<file path="config.mk">
export PLATFORM = sky130hd
export DESIGN_NAME = midi_tx_encoder
export DESIGN_NICKNAME = d
export VERILOG_FILES = /design/src/rtl/midi_pkg.sv /design/src/rtl/midi_uart_tx.sv /design/src/rtl/midi_tx_encoder.sv
export SDC_FILE = /design/constraint.sdc
export NUM_CORES = 1
export LEC_CHECK = 0
export CORE_ASPECT_RATIO = 0.7
export CORE_UTILIZATION = 30
export CTS_BUF_LIST = sky130_fd_sc_hd__clkbuf_8
export DETAILED_ROUTE_END_ITERATION = 7
export DONT_BUFFER_PORTS = 1
export PLACE_DENSITY = 0.47
export SYNTH_ARGS = -nofsm -noshare
export SYNTH_HDL_FRONTEND = slang
export SYNTH_HIERARCHICAL = 1
export SYNTH_SLANG_ARGS = --single-unit
</file>
<file path="constraint.sdc">
create_clock -name CLOCK_50 -period 8.3 [get_ports CLOCK_50]
set_clock_uncertainty 0.05 [all_clocks]
set_input_delay 0.83 -clock CLOCK_50 [delete_from_list [all_inputs] [get_ports CLOCK_50]]
set_output_delay 0.83 -clock CLOCK_50 [all_outputs]
set_load 0.01 [all_outputs]
</file>
<file path="src/rtl/midi_pkg.sv">
// Shared MIDI definitions: status-nibble codes, encoder state type, message-length helpers.
package midi_pkg;

    localparam logic [3:0] NOTE_OFF   = 4'h8;
    localparam logic [3:0] NOTE_ON    = 4'h9;
    localparam logic [3:0] POLY_AT    = 4'hA;
    localparam logic [3:0] CTRL_CHG   = 4'hB;
    localparam logic [3:0] PROG_CHG   = 4'hC;
    localparam logic [3:0] CHAN_AT    = 4'hD;
    localparam logic [3:0] PITCH_BEND = 4'hE;
    localparam logic [3:0] SYS        = 4'hF;

    typedef enum logic [1:0] {
        S_IDLE,
        S_SEND_STATUS,
        S_SEND_D1,
        S_SEND_D2
    } enc_state_t;

    // Total bytes on the wire for a message, status byte included.
    function automatic logic [1:0] msg_len(input logic [7:0] status);
        logic [1:0] len;
        case (status[7:4])
            PROG_CHG, CHAN_AT: len = 2'd2;
            SYS:               len = 2'd1;
            default:           len = 2'd3;
        endcase
        return len;
    endfunction

    function automatic logic is_realtime(input logic [7:0] status);
        return status[7:3] == 5'b11111;
    endfunction

    function automatic logic is_channel(input logic [7:0] status);
        return status[7] && (status[7:4] != SYS);
    endfunction

endpackage

</file>
<file path="src/rtl/midi_uart_tx.sv">
// 8N1 serialiser: one byte per 10 bit times, LSB first; a new byte may be
// loaded in the last cycle of the stop bit so consecutive frames have no gap.
module midi_uart_tx #(
    parameter int BIT_CYC = 1600
) (
    input  logic       clk,
    input  logic       reset,
    input  logic       byte_valid,
    output logic       byte_ready,
    input  logic [7:0] byte_in,
    output logic       byte_done,
    output logic       busy,
    output logic       txd
);
    localparam int BW = $clog2(BIT_CYC);

    logic          active_q, active_d;
    logic          txd_q, txd_d;
    logic [BW-1:0] baud_q, baud_d;
    logic [3:0]    bit_q, bit_d;
    logic [8:0]    shift_q, shift_d;
    logic          bit_end;

    assign bit_end    = active_q && (baud_q == BW'(BIT_CYC - 1));
    assign byte_done  = bit_end && (bit_q == 4'd9);
    assign byte_ready = !active_q || byte_done;
    assign busy       = active_q;
    assign txd        = txd_q;

    always_comb begin
        active_d = active_q;
        txd_d    = txd_q;
        baud_d   = baud_q;
        bit_d    = bit_q;
        shift_d  = shift_q;
        if (active_q) begin
            if (bit_end) begin
                baud_d = '0;
                if (bit_q == 4'd9) begin
                    active_d = 1'b0;
                    txd_d    = 1'b1;
                    bit_d    = '0;
                end else begin
                    // a 1 is shifted in behind the data so the stop bit falls out last
                    bit_d   = bit_q + 4'd1;
                    txd_d   = shift_q[0];
                    shift_d = {1'b1, shift_q[8:1]};
                end
            end else begin
                baud_d = baud_q + 1'b1;
            end
        end
        if (byte_valid && byte_ready) begin
            active_d = 1'b1;
            txd_d    = 1'b0;
            baud_d   = '0;
            bit_d    = '0;
            shift_d  = {1'b1, byte_in};
        end
    end

    always_ff @(posedge clk) begin
        if (reset) begin
            active_q <= 1'b0;
            txd_q    <= 1'b1;
            baud_q   <= '0;
            bit_q    <= '0;
            shift_q  <= '1;
        end else begin
            active_q <= active_d;
            txd_q    <= txd_d;
            baud_q   <= baud_d;
            bit_q    <= bit_d;
            shift_q  <= shift_d;
        end
    end

endmodule

</file>
<file path="src/rtl/midi_tx_encoder.sv">
// MIDI event encoder: running-status suppression, idle forget timer, byte sequencing
// into the UART. First start bit the cycle after acceptance; ev_ready low until last stop bit ends.
module midi_tx_encoder
    import midi_pkg::*;
#(
    parameter int CLK_HZ       = 50_000_000,
    parameter int BAUD         = 31250,
    parameter int RUNNING_STAT = 1,
    parameter int RS_IDLE_CYC  = 15_000_000
) (
    input  logic       CLOCK_50,
    input  logic       reset,
    input  logic       ev_valid,
    output logic       ev_ready,
    input  logic [7:0] ev_status,
    input  logic [6:0] ev_data1,
    input  logic [6:0] ev_data2,
    output logic       ev_drop,
    output logic       busy,
    output logic       midi_txd
);
    localparam int BIT_CYC = CLK_HZ / BAUD;
    localparam int IW      = $clog2(RS_IDLE_CYC + 1);

    enc_state_t    state_q, state_d;
    logic [1:0]    len_q, len_d;
    logic [6:0]    d1_q, d1_d, d2_q, d2_d;
    logic [7:0]    rs_q, rs_d;
    logic          rs_vld_q, rs_vld_d;
    logic [IW-1:0] idle_q, idle_d;
    logic          drop_q, drop_d;
    logic          byte_vld, byte_rdy, byte_done;
    logic [7:0]    byte_dat;
    logic          xfer, suppress;

    assign ev_ready = (state_q == S_IDLE) && byte_rdy;
    assign xfer     = ev_valid && ev_ready;
    assign suppress = (RUNNING_STAT != 0) && rs_vld_q && is_channel(ev_status)
                      && (ev_status == rs_q);
    assign ev_drop  = drop_q;

    always_comb begin
        state_d  = state_q;
        len_d    = len_q;
        d1_d     = d1_q;
        d2_d     = d2_q;
        rs_d     = rs_q;
        rs_vld_d = rs_vld_q;
        idle_d   = '0;
        drop_d   = 1'b0;
        byte_vld = 1'b0;
        byte_dat = {1'b0, d1_q};

        if (state_q == S_IDLE && !xfer) begin
            if (idle_q == IW'(RS_IDLE_CYC - 1)) rs_vld_d = 1'b0;
            else                                idle_d   = idle_q + 1'b1;
        end

        case (state_q)
            S_IDLE: begin
                if (xfer) begin
                    if (!ev_status[7]) begin
                        drop_d = 1'b1;
                    end else begin
                        len_d    = msg_len(ev_status);
                        d1_d     = ev_data1;
                        d2_d     = ev_data2;
                        byte_vld = 1'b1;
                        if (suppress) begin
                            byte_dat = {1'b0, ev_data1};
                            state_d  = S_SEND_D1;
                        end else begin
                            byte_dat = ev_status;
                            state_d  = S_SEND_STATUS;
                        end
                        // realtime bytes may interleave without disturbing running status
                        if (is_channel(ev_status)) begin
                            rs_d     = ev_status;
                            rs_vld_d = 1'b1;
                        end else if (!is_realtime(ev_status)) begin
                            rs_vld_d = 1'b0;
                        end
                    end
                end
            end
            S_SEND_STATUS: begin
                if (byte_done) begin
                    if (len_q == 2'd1) begin
                        state_d = S_IDLE;
                    end else begin
                        byte_vld = 1'b1;
                        byte_dat = {1'b0, d1_q};
                        state_d  = S_SEND_D1;
                    end
                end
            end
            S_SEND_D1: begin
                if (byte_done) begin
                    if (len_q == 2'd3) begin
                        byte_vld = 1'b1;
                        byte_dat = {1'b0, d2_q};
                        state_d  = S_SEND_D2;
                    end else begin
                        state_d = S_IDLE;
                    end
                end
            end
            S_SEND_D2: begin
                if (byte_done) state_d = S_IDLE;
            end
            default: state_d = S_IDLE;
        endcase
    end

    always_ff @(posedge CLOCK_50) begin
        if (reset) begin
            state_q  <= S_IDLE;
            len_q    <= '0;
            d1_q     <= '0;
            d2_q     <= '0;
            rs_q     <= '0;
            rs_vld_q <= 1'b0;
            idle_q   <= '0;
            drop_q   <= 1'b0;
        end else begin
            state_q  <= state_d;
            len_q    <= len_d;
            d1_q     <= d1_d;
            d2_q     <= d2_d;
            rs_q     <= rs_d;
            rs_vld_q <= rs_vld_d;
            idle_q   <= idle_d;
            drop_q   <= drop_d;
        end
    end

    midi_uart_tx #(
        .BIT_CYC(BIT_CYC)
    ) u_uart (
        .clk        (CLOCK_50),
        .reset      (reset),
        .byte_valid (byte_vld),
        .byte_ready (byte_rdy),
        .byte_in    (byte_dat),
        .byte_done  (byte_done),
        .busy       (busy),
        .txd        (midi_txd)
    );

endmodule
</file>
==> results of run 1 <==
power by group:
part           switching (W)  internal, W  total (W)
Combinational       0.000104    0.0000640   0.000168
Clock               0.000150     0.000149   0.000299
Sequential         0.0000271     0.000394   0.000421
Total               0.000281     0.000607   0.000888
through the flow:
stage	hold WS [ps]	instance area (um^2)
after global routing	446.9	4198
final	421.5	4198
after detailed placement	411.1	3991
after floorplan	381.8	3919
after CTS	425.0	4198
after global placement	398.8	3991
cells in the mapped netlist, types with 6 or more instances:
cell | count | share of area
a221oi_1 | 14 | 0.031
o31ai_1 | 17 | 0.033
a21oi_1 | 36 | 0.046
a2bb2oi_1 | 7 | 0.016
xnor2_1 | 23 | 0.051
dfxtp_1 | 77 | 0.39
or3_1 | 6 | 0.0096
nand2_1 | 53 | 0.051
nor2_1 | 42 | 0.040
xor2_1 | 7 | 0.016
clkbuf_1 | 19 | 0.018
mux2i_1 | 12 | 0.031
nor4_1 | 7 | 0.011
nand4_1 | 17 | 0.027
nor3_1 | 11 | 0.014
inv_1 | 13 | 0.012
a31oi_1 | 9 | 0.014
nand3_1 | 14 | 0.018
ha_1 | 8 | 0.026
or4_1 | 11 | 0.021
flip-flops by register name, summed over array words and instances, names as in the netlist, 2 cells and up:
signal          cells
idle_q             24
u_uart/baud_q      11
rs_q                8
u_uart/shift_q      8
d1_q                7
d2_q                7
u_uart/bit_q        4
len_q               2
state_q             2
worst paths after layout:
path	from	end	slack [ps]	cells past startpoint
setup reg to reg	u_uart/busy	u_uart/shift_q[2]	4890	8
hold reg to reg	rs_q[7]	rs_q[7]	420	2
hold / removal	rs_q[7]	rs_q[7]	420	2
setup / recovery	u_uart/busy	u_uart/shift_q[2]	4890	8
worst max-delay path: cells and delay by family (launching register included):
| family | cells | cell delay, ps |
|---|---|---|
| simple gates | 3 | 1030 |
| compound gates | 3 | 960 |
| mux | 1 | 290 |
| flops | 1 | 650 |
| buf+inv | 1 | 280 |
cell families after synthesis:
kind of cell,count (synthesis),share of synthesized area
and+or+nand+nor,184,0.2452
xor gates and xnor gates,30,0.06705
AOI/OAI and AO/OA,100,0.1887
adders and majority gates,8,0.02554
muxes,12,0.03065
DFF,77,0.3934
buffers and inverters,40,0.04949
layer usage:
layer / vias up / share of wire
li1: 1629 / -
met1: 1568 / 0.55
met2: 66 / 0.39
met3: 11 / 0.049
met4: 0 / 0.011
met5: - / 0
cell usage in the layout (no fill, tap or decap), types with 2 or more instances in the layout:
master     synthesis  layout
a21oi_1           36      36
a221oi_1          14      14
a2bb2oi_1          7       7
a31oi_1            9       9
and2_1             2       2
and3_1             3       3
and4_1             3       3
buf_4              1       2
clkbuf_8           0      10
dfxtp_1           77      77
ha_1               8       8
inv_1             13      13
inv_6              0       2
mux2i_1           12      12
nand2_1           53      53
nand2b_1           3       3
nand3_1           14      14
nand4_1           17      17
nor2_1            42      42
nor3_1            11      11
nor4_1             7       7
o221a_2            3       3
o31ai_1           17      17
o41ai_1            2       2
or3_1              6       6
or4_1             11      11
xnor2_1           23      23
xor2_1             7       7
final cells by class:
cell class	count	share of cell area
Tap cell	162	0.04829
Timing Repair Buffer	2	0.003577
Sequential cell	77	0.3672
Inverter	13	0.01162
Clock inverter	6	0.01639
Multi-Input combinational cell	334	0.5201
Clock buffer	10	0.03279
==> results.py, run 1 <==
metrics = {
    "cells_and_area": {
        "fin_nets": 470,
        "num_antenna_cells": 0,
        "final_util": 0.3334,
        "final_layout_size_suffix_gt1_frac": 0.06561,
        "syn_to_final_growth_pct": 7.120,
        "nFillCells": 1353,
        "final-seq-area_um2": 1541,
        "instances_no_fill": 604,
        "multiInputGateArea_um2": 2183,
    },
    "run_status": {
        "violations": "design-rule violations",
        "outcome": "finished, violations left",
    },
    "clock_network": {
        "clkLatencyLatePin_ps": 360,
        "post_cts.repair.setup_buffers": 0,
        "holdBufCountCts": 0,
        "path_clk_slew_ps": 90,
        "ctsResizeCount": 0,
        "htree_num_levels": 3,
        "cts_root_buf": "clkbuf_8",
        "cts_sinks": 77,
        "numCtsBuffers": 9,
        "ctsLongestPathBuffers": 2,
        "cts_tree": "yes",
    },
    "global_routing": {
        "grt_pass1_wl_mm": 16.23,
        "grt_max_degree": 38,
        "met2_usage": 0.2015,
        "track_usage": 0.1534,
        "top_usage_layer": "met1",
        "grtUsageMet1": 0.2367,
        "grt_overflow": 0,
        "grt_pass1_vias": 2997,
        "antenna_found_initial": 0,
        "use_met3": 0.04140,
    },
    "detailed_routing": {
        "drc_errors": 4,
        "dr.pass1.iters": 7,
        "vias": 3274,
        "vias_per_cell": 5.421,
        "drt-total-wl_mm": 9.746,
        "wire_per_inst_um": 16.14,
        "drt_iter0_markers": 308,
        "ant_nets": 0,
    },
    "timing": {
        "fin_setup_tns_ps": 0,
        "layout_min_cycle_time_ps": 3405,
        "fin_crit_sh": 0.4103,
        "rsz0062_at_grt": "false",
        "maxSlewViolCount": 0,
        "fin_ws_ps": 4895,
        "max_freq_ghz": 0.2937,
        "finalHoldViolCount": 0,
        "tightest_slew_ps": 710.5,
        "setup_viol": 0,
        "maxSlewHeadroom": 0.5220,
    },
    "logic_synthesis": {
        "synth_cells": 451,
        "ys_seq_elements": 77,
        "ys_warn_count": 6,
        "async_flop_share": 0,
        "synth.net_count": 484,
        "synth_flop_cell": "dfxtp_1",
        "synth_area_um2": 3919,
        "synth-seq-area-share": 0.3934,
        "synth_edf_count": 0,
        "avgSynthCellArea_um2": 8.689,
        "synth.distinct_cells": 55,
    },
    "worst_setup_path": {
        "worstSetupStartpointType": "register",
        "crit_fanout": 31,
        "worstSetupEndpointType": "register",
        "cp_data_arrival_time_ps": 3590,
        "cp_slowest_cell": "dfxtp_1",
        "slowest_delay_ps": 650,
        "path_cells": "nand4_4, o41ai_4, nand4_1, buf_4, a21oi_1, and2_1, mux2i_1, a2bb2oi_2",
        "cp_data_required_time_ps": 8490,
        "critical_path_class": "reg -> reg",
    },
    "power_and_ir_drop": {
        "report.power.total_w": 0.0008876,
        "max-vdd-ir-drop_mv": 0.07506,
        "p_leak_nw": 1.302,
        "power.density_nw_per_um2": 211.4,
    },
    "hold_path": {
        "hp-class": "reg -> reg",
    },
    "placement": {
        "gp_congestion": 0.7909,
        "port_buffers": 0,
        "dp.cells": 588,
        "hpwl_mm": 6.984,
        "place_ws_ps": 4878,
    },
    "floorplan": {
        "die_y_um": 97.63,
        "core-area_um2": 12590,
        "die_x_um": 138.6,
        "start_util": 0.3112,
        "ios": 29,
        "rows": 34,
        "dieArea_um2": 13530,
    },
    "flow_run": {
        "maxCapViolations": 0,
    },
}
No activity file was read; power rests on OpenSTA's default activity.
==> inputs of run 2 (changes only) <==
- clock period: 8.3 -> 3.29 ns (I/O delays scaled with it)
==> run 2 against run 1 <==
Against the previous run: the flow still finishes with violations (design-rule violations); fmax rose by 22%; register-to-register slack lost 4400 ps; setup slack got worse by 4400 ps; critical path type unchanged; final area is 1.5% higher; die area did not move; flip-flop and latch count unchanged; final cell count up 1.2%; first-iteration DRC count down 38%; critical endpoint unchanged; via count about the same.
==> results.py, run 2 (synthesis results as in run 1) <==
metrics = {
    "run_status": {
        "outcome": "finished, violations left",
        "violations": "design-rule violations",
    },
    "detailed_routing": {
        "ant_nets": 0,
        "drt_iter0_markers": 191,
        "drc_errors": 4,
        "wire_per_inst_um": 15.87,
        "drt-total-wl_mm": 9.698,
        "dr.pass1.iters": 6,
        "vias_per_cell": 5.357,
        "vias": 3273,
    },
    "timing": {
        "maxSlewHeadroom": 0.5164,
        "fin_crit_sh": 0.8458,
        "setup_viol": 0,
        "tightest_slew_ps": 724.0,
        "fin_setup_tns_ps": 0,
        "finalHoldViolCount": 0,
        "max_freq_ghz": 0.3594,
        "maxSlewViolCount": 0,
        "rsz0062_at_grt": "false",
        "layout_min_cycle_time_ps": 2783,
    },
    "global_routing": {
        "grt_overflow": 0,
        "track_usage": 0.1527,
        "antenna_found_initial": 0,
        "grt_pass1_wl_mm": 16.28,
        "grt_pass1_vias": 3046,
        "grt_max_degree": 31,
    },
    "cells_and_area": {
        "final_cell_mix": "dfxtp_1 (77), nand2_1 (53), nor2_1 (42)",
        "syn_to_final_growth_pct": 8.684,
        "fin_nets": 477,
        "num_antenna_cells": 0,
        "reg_top3": "idle_q: 24 flops, u_uart/baud_q: 11 flops",
        "largest_register_ffs": 24,
        "top_register": "idle_q",
        "instances_no_fill": 611,
        "final_layout_size_suffix_gt1_frac": 0.07572,
        "final_common_cell": "dfxtp_1",
    },
    "placement": {
        "dp.cells": 593,
        "gp_congestion": 0.7577,
        "port_buffers": 0,
        "hpwl_mm": 6.925,
    },
    "floorplan": {
        "rows": 34,
        "dieArea_um2": 13530,
        "die_x_um": 138.6,
        "die_y_um": 97.63,
        "ios": 29,
        "start_util": 0.3112,
        "core-area_um2": 12590,
    },
    "worst_setup_path": {
        "cp_slowest_cell": "dfxtp_1",
        "path_common_cell": "buf_4",
        "slowest_delay_ps": 420,
        "cp_data_arrival_time_ps": 2980,
        "critical_path_class": "reg -> reg",
        "worstSetupStartpointType": "register",
        "worstSetupEndpointType": "register",
        "cp_data_required_time_ps": 3480,
        "crit_fanout": 15,
        "ff2ff_path_depth": 10,
        "path_cells": "nand4bb_1, nor4_1, buf_4, and4_1, buf_4, nand2b_1, a221oi_1, a31oi_1, mux2i_1, a2bb2oi_2",
    },
    "clock_network": {
        "clkLatencyLatePin_ps": 350,
        "numCtsBuffers": 9,
        "cts_sinks": 77,
        "ctsLongestPathBuffers": 2,
        "path_clk_slew_ps": 80,
        "cts_root_buf": "clkbuf_8",
        "cts_tree": "yes",
        "htree_num_levels": 3,
    },
    "power_and_ir_drop": {
        "p_leak_nw": 1.338,
        "max-vdd-ir-drop_mv": 0.2383,
        "power.density_nw_per_um2": 523.6,
    },
    "hold_path": {
        "hp-class": "in -> reg",
        "min_path_cells": 1,
    },
    "flow_run": {
        "maxCapViolations": 0,
    },
}
[run 2: per-layer routing]
layer | GRT usage | up-vias | wire [um]
li1 | - | 1640 | -
met1 | 0.2280 | 1584 | 5261
met2 | 0.2081 | 42 | 3923
met3 | 0.03943 | 7 | 412
met4 | 0.04927 | 0 | 101
met5 | 0 | - | 0
[run 2: path summary, 6_finish.rpt]
check	start	endpoint	slack [ps]
hold reg to reg	idle_q[23]	idle_q[23]	430
setup reg to reg	u_uart/bit_q[0]	u_uart/shift_q[2]	510
setup / recovery	u_uart/bit_q[0]	u_uart/shift_q[2]	510
hold / removal	reset	state_q[0]	30
[run 2: final cells by class]
cell class / count / area [um^2]
clock inverter: 6 / 62.56
tap: 162 / 202.7
timing repair buffer: 9 / 82.58
sequential: 77 / 1541
clock buffer: 10 / 137.6
multi-input combinational: 334 / 2183
fill: 1321 / 8333
inverter: 13 / 48.80
[run 2: what timing repair did]
action / 4_1_cts / 5_1_grt
buffers inserted: 0 / 0
gates resized for setup: 0 / 0
endpoints found under the hold margin: 30 / 0
hold buffers: 2 / 0
[run 2: critical path: cells and delay by family, from the launching register on]
kind,cells,cell delay [ps]
DFF,1,420
buffers and inverters,2,410
AOI/OAI and AO/OA,3,510
and+or+nand+nor,4,1110
muxes,1,200
[run 2: through the flow]
step                power, W  instance area, um^2  hold slack, ps  utilization  worst slack, ps
global placement    0.001508                 4029           355.3       0.3200            586.1
global route        0.002372                 4259           11.09       0.3382            278.8
detailed placement  0.001513                 4029           362.3       0.3200            527.4
finish              0.002230                 4259           30.05       0.3382            507.4
CTS                 0.002265                 4259           5.722       0.3382            517.7
floorplan           0.001430                 3919           355.7            -            425.2
[run 2: power by group]
group	internal (W)	leakage (nW)	switching (W)	total (W)
Combinational	0.000170	0.614	0.000283	0.000453
Sequential	0.000993	0.624	0.0000560	0.00105
Clock	0.000370	0.100	0.000358	0.000728
